$ cat src/rtl/cdb_arbiter.sv
// ---------------------------------------------------------------------------
// cdb_arbiter
//
// Common data bus for the Tomasulo core. Completed results from NUM_SRC
// functional-unit channels compete for the bus. Every cycle one pending
// channel is granted by round-robin, and its tag and value are broadcast
// from registers in the following cycle.
//
// Optional feature macro: CDB_TAG_CHECK_EN
//   When defined, a winning request whose tag equals INVALID_TAG is consumed
//   but not broadcast, and the sticky out_tag_err flag is raised.
//
// Ports:
//   clk           rising-edge clock
//   rst_n         synchronous active-low reset
//   in_request    per-channel request, held high until granted
//   in_tag        packed channel tags, channel i at [i*TAG_W +: TAG_W]
//   in_val        packed channel values, channel i at [i*DATA_W +: DATA_W]
//   out_grant     combinational one-hot grant (all-zero when idle or in reset)
//   out_broadcast registered, high for one cycle per accepted result
//   out_tag       registered broadcast tag (INVALID_TAG when idle)
//   out_val       registered broadcast value (holds while idle)
//   out_tag_err   sticky invalid-tag error (CDB_TAG_CHECK_EN only)
// ---------------------------------------------------------------------------
module cdb_arbiter #(
    parameter int                NUM_SRC     = 5,
    parameter int                TAG_W       = 5,
    parameter int                DATA_W      = 32,
    parameter logic [TAG_W-1:0]  INVALID_TAG = {TAG_W{1'b1}},
    localparam int               PTR_W       = (NUM_SRC > 1) ? $clog2(NUM_SRC) : 1
) (
    input  logic                      clk,
    input  logic                      rst_n,
    input  logic [NUM_SRC-1:0]        in_request,
    input  logic [NUM_SRC*TAG_W-1:0]  in_tag,
    input  logic [NUM_SRC*DATA_W-1:0] in_val,
    output logic [NUM_SRC-1:0]        out_grant,
    output logic                      out_broadcast,
    output logic [TAG_W-1:0]          out_tag,
    output logic [DATA_W-1:0]         out_val
`ifdef CDB_TAG_CHECK_EN
    ,
    output logic                      out_tag_err
`endif
);

    logic [PTR_W-1:0]  rrPtr_q, rrPtr_d;
    logic              outBroadcast_q, outBroadcast_d;
    logic [TAG_W-1:0]  outTag_q, outTag_d;
    logic [DATA_W-1:0] outVal_q, outVal_d;
`ifdef CDB_TAG_CHECK_EN
    logic              tagErr_q, tagErr_d;
`endif

    logic              winValid;
    logic [PTR_W-1:0]  winIdx;
    logic [PTR_W:0]    candIdx;
    logic [TAG_W-1:0]  winTag;
    logic [DATA_W-1:0] winVal;

    // Round-robin search: walk the channels starting at rrPtr_q, wrapping
    // past NUM_SRC-1 back to 0, and keep the first pending one. The extra
    // bit on candIdx lets the sum exceed NUM_SRC before it is folded back.
    // Reset suppresses the winner so nothing is granted while rst_n is low.
    always_comb begin
        winValid = 1'b0;
        winIdx   = '0;
        candIdx  = '0;
        for (int k = 0; k < NUM_SRC; k++) begin
            candIdx = {1'b0, rrPtr_q} + (PTR_W+1)'(k);
            if (candIdx >= (PTR_W+1)'(NUM_SRC)) begin
                candIdx = candIdx - (PTR_W+1)'(NUM_SRC);
            end
            if (!winValid && in_request[candIdx[PTR_W-1:0]]) begin
                winValid = 1'b1;
                winIdx   = candIdx[PTR_W-1:0];
            end
        end
        if (!rst_n) begin
            winValid = 1'b0;
        end
    end

    // Turn the winning index into the one-hot grant and pull the winner's
    // tag and value out of the packed input buses.
    always_comb begin
        out_grant = '0;
        winTag    = INVALID_TAG;
        winVal    = '0;
        for (int j = 0; j < NUM_SRC; j++) begin
            if (winValid && (winIdx == PTR_W'(j))) begin
                out_grant[j] = 1'b1;
                winTag       = in_tag[j*TAG_W +: TAG_W];
                winVal       = in_val[j*DATA_W +: DATA_W];
            end
        end
    end

    // Next-state for the pointer and broadcast registers. An idle edge
    // drives the invalid tag and keeps the last value; a grant moves the
    // pointer just past the winner so it drops to lowest priority.
    always_comb begin
        rrPtr_d        = rrPtr_q;
        outBroadcast_d = 1'b0;
        outTag_d       = INVALID_TAG;
        outVal_d       = outVal_q;
`ifdef CDB_TAG_CHECK_EN
        tagErr_d       = tagErr_q;
`endif
        if (winValid) begin
            rrPtr_d = (winIdx == PTR_W'(NUM_SRC-1)) ? '0 : winIdx + PTR_W'(1);
`ifdef CDB_TAG_CHECK_EN
            if (winTag == INVALID_TAG) begin
                tagErr_d = 1'b1;
            end else begin
                outBroadcast_d = 1'b1;
                outTag_d       = winTag;
                outVal_d       = winVal;
            end
`else
            outBroadcast_d = 1'b1;
            outTag_d       = winTag;
            outVal_d       = winVal;
`endif
        end
    end

    // State registers with synchronous reset. A request pending at the reset
    // edge is simply not captured, so it will be arbitrated again from
    // pointer 0 once reset is released.
    always_ff @(posedge clk) begin
        if (!rst_n) begin
            rrPtr_q        <= '0;
            outBroadcast_q <= 1'b0;
            outTag_q       <= INVALID_TAG;
            outVal_q       <= '0;
`ifdef CDB_TAG_CHECK_EN
            tagErr_q       <= 1'b0;
`endif
        end else begin
            rrPtr_q        <= rrPtr_d;
            outBroadcast_q <= outBroadcast_d;
            outTag_q       <= outTag_d;
            outVal_q       <= outVal_d;
`ifdef CDB_TAG_CHECK_EN
            tagErr_q       <= tagErr_d;
`endif
        end
    end

    assign out_broadcast = outBroadcast_q;
    assign out_tag       = outTag_q;
    assign out_val       = outVal_q;
`ifdef CDB_TAG_CHECK_EN
    assign out_tag_err   = tagErr_q;
`endif

endmodule

$ cat config.mk
export PLATFORM = sky130hd
export DESIGN_NAME = cdb_arbiter
export DESIGN_NICKNAME = d
export VERILOG_FILES = /design/src/rtl/cdb_arbiter.sv
export SDC_FILE = /design/constraint.sdc
export NUM_CORES = 1
export LEC_CHECK = 0
export ABC_AREA = 1
export CAP_MARGIN = 15
export CORE_ASPECT_RATIO = 0.8
export CORE_UTILIZATION = 43
export DETAILED_ROUTE_END_ITERATION = 12
export GPL_TIMING_DRIVEN = 0
export PLACE_DENSITY = 0.95
export SYNTH_ARGS = -nofsm -noshare
export SYNTH_HDL_FRONTEND = slang
export SYNTH_SLANG_ARGS = --single-unit
$ cat constraint.sdc
create_clock -name clk -period 6.3 [get_ports clk]
set_input_delay 1.26 -clock clk [delete_from_list [all_inputs] [get_ports clk]]
set_output_delay 1.26 -clock clk [all_outputs]
set_load 0.02 [all_outputs]
==> impl_metrics.json <==
{
  "path_common_cell": "sky130_fd_sc_hd__nand2_1",
  "slew_viol_final": 0,
  "grt_pass1_vias": 5372,
  "route.detailed.drc": 0,
  "synth.ff_latch_count": 41,
  "arrival_ns": 4.55,
  "postPlaceCellArea_um2": 6820,
  "critical_path.startpoint": "rrPtr_q[0]",
  "final_clock_skew_ns": 0.00688,
  "setup_violation_total_in_the_final_timing_report": 0,
  "timing_worst_slew_pin_value_ns": 0.590,
  "nets": 1193,
  "critical_path.endpoint": "out_grant[0]",
  "clock_latency_ns": 0.29,
  "post_synth_main_area_contributors": "sky130_fd_sc_hd__nand2_1 (19%), sky130_fd_sc_hd__dfxtp_1 (19%), sky130_fd_sc_hd__nand3_1 (10%), sky130_fd_sc_hd__nor2_1 (9.6%), sky130_fd_sc_hd__a21oi_1 (6.7%)",
  "timing_worst_setup_path_type": "flip-flop to output pin",
  "run_status": "finished, final reports clean",
  "drt_wl_cell_um": 16.9,
  "cts_setup_buffers": 0,
  "clock-root-buffer": "sky130_fd_sc_hd__clkbuf_16",
  "crit_path_end_kind": "output pin",
  "grt_pass1_wl_mm": 28.3,
  "cts-root-to-sink-buffers": 2,
  "worstPathRequired_ns": 5.04,
  "wl_mm": 19.0,
  "setup_repair_after_global_routing_missed_its_margin": "false",
  "layout_cell_area_excl_fill_um2": 6990,
  "chipHeight_um": 91.7,
  "min-delay-path-class": "flip-flop to flip-flop",
  "final_layout_size_suffix_gt1_share_pct": 8.09,
  "slew-limit-headroom_pct": 60.7,
  "synth_top_area_share_pct": 19.5,
  "max-cap-violations": 0,
  "die-area_um2": 10500,
  "cts_htree_levels": 2,
  "antenna_found_initial": 0,
  "final_period_minus_worst_setup_slack_ns": 5.81,
  "clkTransAtPathRegs_ns": 0.06,
  "synth_warnings": 0,
  "timing.critical_path.from_type": "flip-flop",
  "fmax_mhz": 172,
  "layout.filler_cells": 814,
  "synth.cells.most_frequent": "sky130_fd_sc_hd__nand2_1 (224), sky130_fd_sc_hd__nor2_1 (111), sky130_fd_sc_hd__nand3_1 (88)",
  "timing.critical_path.slowest_cell_delay_ns": 0.54,
  "initial_utilization_pct": 44.6,
  "synth-seq-area-share_pct": 19.0,
  "via_per_inst": 5.45,
  "syn-cell-area_um2": 4320,
  "grt_start_max_net_pins": 13,
  "timing.rr.end": "out_val[29]",
  "floorplan.rows": 32,
  "most_common_cell_in_the_synthesized_netlist": "sky130_fd_sc_hd__nand2_1",
  "setup-tns-final_ns": 0,
  "worst_path_max_delay_cell": "sky130_fd_sc_hd__clkdlybuf4s50_1",
  "cts_tree": "yes",
  "final_gp_congestion": 1.01,
  "cp_cell_sequence": "inv_2 -> ha_1 -> inv_1 -> fa_1 -> inv_1 -> nand2_1 -> nand2_1 -> nand2_1 -> nand2_1 -> inv_1 -> nand3_1 -> nand3_1 -> nand2_1 -> nand3_2 -> nor2_4 -> buf_6 -> nand3_2 -> nand3_2 -> inv_2 -> ha_2 -> nand2_2 -> clkinv_2 -> buf_6 -> clkdlybuf4s50_1",
  "count_of_nets_left_with_antenna_violations_after_detail_routing": 0,
  "yosys.area.top_type": "sky130_fd_sc_hd__nand2_1",
  "r2r-start": "rrPtr_q[1]",
  "detail_route.first_pass.iterations": 9,
  "post_synth_num_cell_types": 34,
  "cts_inserted_buffers": 5,
  "synth-edff-count": 0,
  "finalHoldViolCount": 0,
  "proportion_of_synthesized_flip_flops_having_asynchronous_set_or_reset_pct": 0,
  "num_io_pins": 235,
  "post_route_fraction_of_the_period_consumed_by_the_critical_path_pct": 92.2,
  "timing.reg2reg.setup_slack_ns": 1.85,
  "place_hpwl_mm": 14.9,
  "number_of_cells_on_the_worst_reg_to_reg_path": 25,
  "total_grt_overflow": 0,
  "core_um2": 9690,
  "io_buffers": 233,
  "area_growth_pct": 61.8,
  "via_count": 6129,
  "grtUsageTotal_pct": 34.8,
  "first_iter_violations": 793,
  "antenna_diode_count": 0,
  "fp.dieW_um": 114,
  "numClockSinks": 41,
  "syn-num-nets": 954,
  "synth-main-ff-cell": "sky130_fd_sc_hd__dfxtp_1",
  "timing.critical_path.fanout_max": 10,
  "syn_avg_cell_area_um2": 5.76,
  "postSynthCellCount": 750
}
## cell type report
type | instances | area, um2 | share of cell area, %
Tap cell | 136 | 170 | 2.43
Clock inverter | 2 | 35.0 | 0.501
Multi-Input combinational cell | 587 | 2960 | 42.3
Buffer | 39 | 231 | 3.31
Timing Repair Buffer | 233 | 2330 | 33.4
Sequential cell | 41 | 822 | 11.8
Inverter | 82 | 314 | 4.49
Clock buffer | 5 | 125 | 1.79
## placed cells by master, fill, tap and decap left out, types with 2 or more instances in the layout
cell	instances
sky130_fd_sc_hd__clkinv_2	2
sky130_fd_sc_hd__clkbuf_16	5
sky130_fd_sc_hd__nand2_1	224
sky130_fd_sc_hd__nand2_2	8
sky130_fd_sc_hd__or2_1	4
sky130_fd_sc_hd__a32o_1	26
sky130_fd_sc_hd__o21ai_1	3
sky130_fd_sc_hd__buf_6	6
sky130_fd_sc_hd__nand3_2	4
sky130_fd_sc_hd__nor2_1	111
sky130_fd_sc_hd__inv_1	69
sky130_fd_sc_hd__dfxtp_1	40
sky130_fd_sc_hd__o21ai_0	3
sky130_fd_sc_hd__ha_1	9
sky130_fd_sc_hd__nand3_4	4
sky130_fd_sc_hd__nand4_1	16
sky130_fd_sc_hd__a21oi_1	58
sky130_fd_sc_hd__ha_2	2
sky130_fd_sc_hd__o211ai_1	12
sky130_fd_sc_hd__or2_0	2
sky130_fd_sc_hd__buf_2	20
sky130_fd_sc_hd__clkbuf_1	8
sky130_fd_sc_hd__inv_4	2
sky130_fd_sc_hd__buf_4	3
sky130_fd_sc_hd__nor2_4	3
sky130_fd_sc_hd__inv_2	10
sky130_fd_sc_hd__nand3_1	88
sky130_fd_sc_hd__clkdlybuf4s50_1	232
sky130_fd_sc_hd__o21ai_2	3
## repair_timing
action | 4_1_cts | 5_1_grt
setup endpoints to repair | 1 | 2
hold buffers | 0 | 0
gates resized for setup | 0 | 5
## cells by family (layout without fill, tap and decap cells)
logic type | after synthesis | in the layout | share of synthesized area [%]
XOR/XNOR | 2 | 2 | 0.753
flip-flops | 41 | 41 | 19.0
adder cells (fa/ha/maj) | 12 | 12 | 3.65
buffers and inverters | 122 | 361 | 12.7
AND/OR/NAND/NOR | 467 | 467 | 47.6
AO/OA/AOI/OAI | 106 | 106 | 16.3
## routing by layer
layer  vias to the layer above  GRT usage [%]  wire [um]
li1                       2934              -          -
met3                        76           7.07       2150
met5                         -              0          0
met4                         0           15.3        939
met2                       433           54.4       8220
met1                      2686           46.2       7650
## registers in the layout, summed over array words and instances (netlist names)
signal,flops
out_tag,5
out_val,32
out_broadcast,1
rrPtr_q,3
## how the worst min path moves through the flow
stage | startpoint | end | slack [ns] | cells after the start
6_report | out_val[6] | out_val[6] | 0.57 | 4
5_1_grt | out_val[2] | out_val[2] | 0.61 | 4
4_1_cts | out_val[6] | out_val[6] | 0.56 | 4
3_5_place_dp | out_val[6] | out_val[6] | 0.55 | 4
3_3_place_gp | out_val[6] | out_val[6] | 0.54 | 4
2_1_floorplan | rrPtr_q[1] | rrPtr_q[1] | 0.60 | 2
## worst max-delay path, delay by kind of cell, from the launching register on
kind | cells | cell delay, ns
buf+inv | 9 | 1.72
simple gates | 12 | 1.35
fa+ha+maj | 3 | 0.80
flops | 1 | 0.37
## per-stage QoR
step | hold WS [ns] | util, % | worst slack, ns | cells
floorplan | 0.599 | - | 1.70 | 750
global placement | 0.538 | 70.4 | 0.213 | 1119
detailed placement | 0.548 | 70.4 | 0.168 | 1119
CTS | 0.564 | 72.0 | 0.0316 | 1125
global route | 0.605 | 72.2 | 0.271 | 1125
finish | 0.565 | 72.2 | 0.491 | 1125
Power is left out: the tool's default activity adds up to more than one toggle a clock period on the data nets, which glitch-free logic cannot reach.
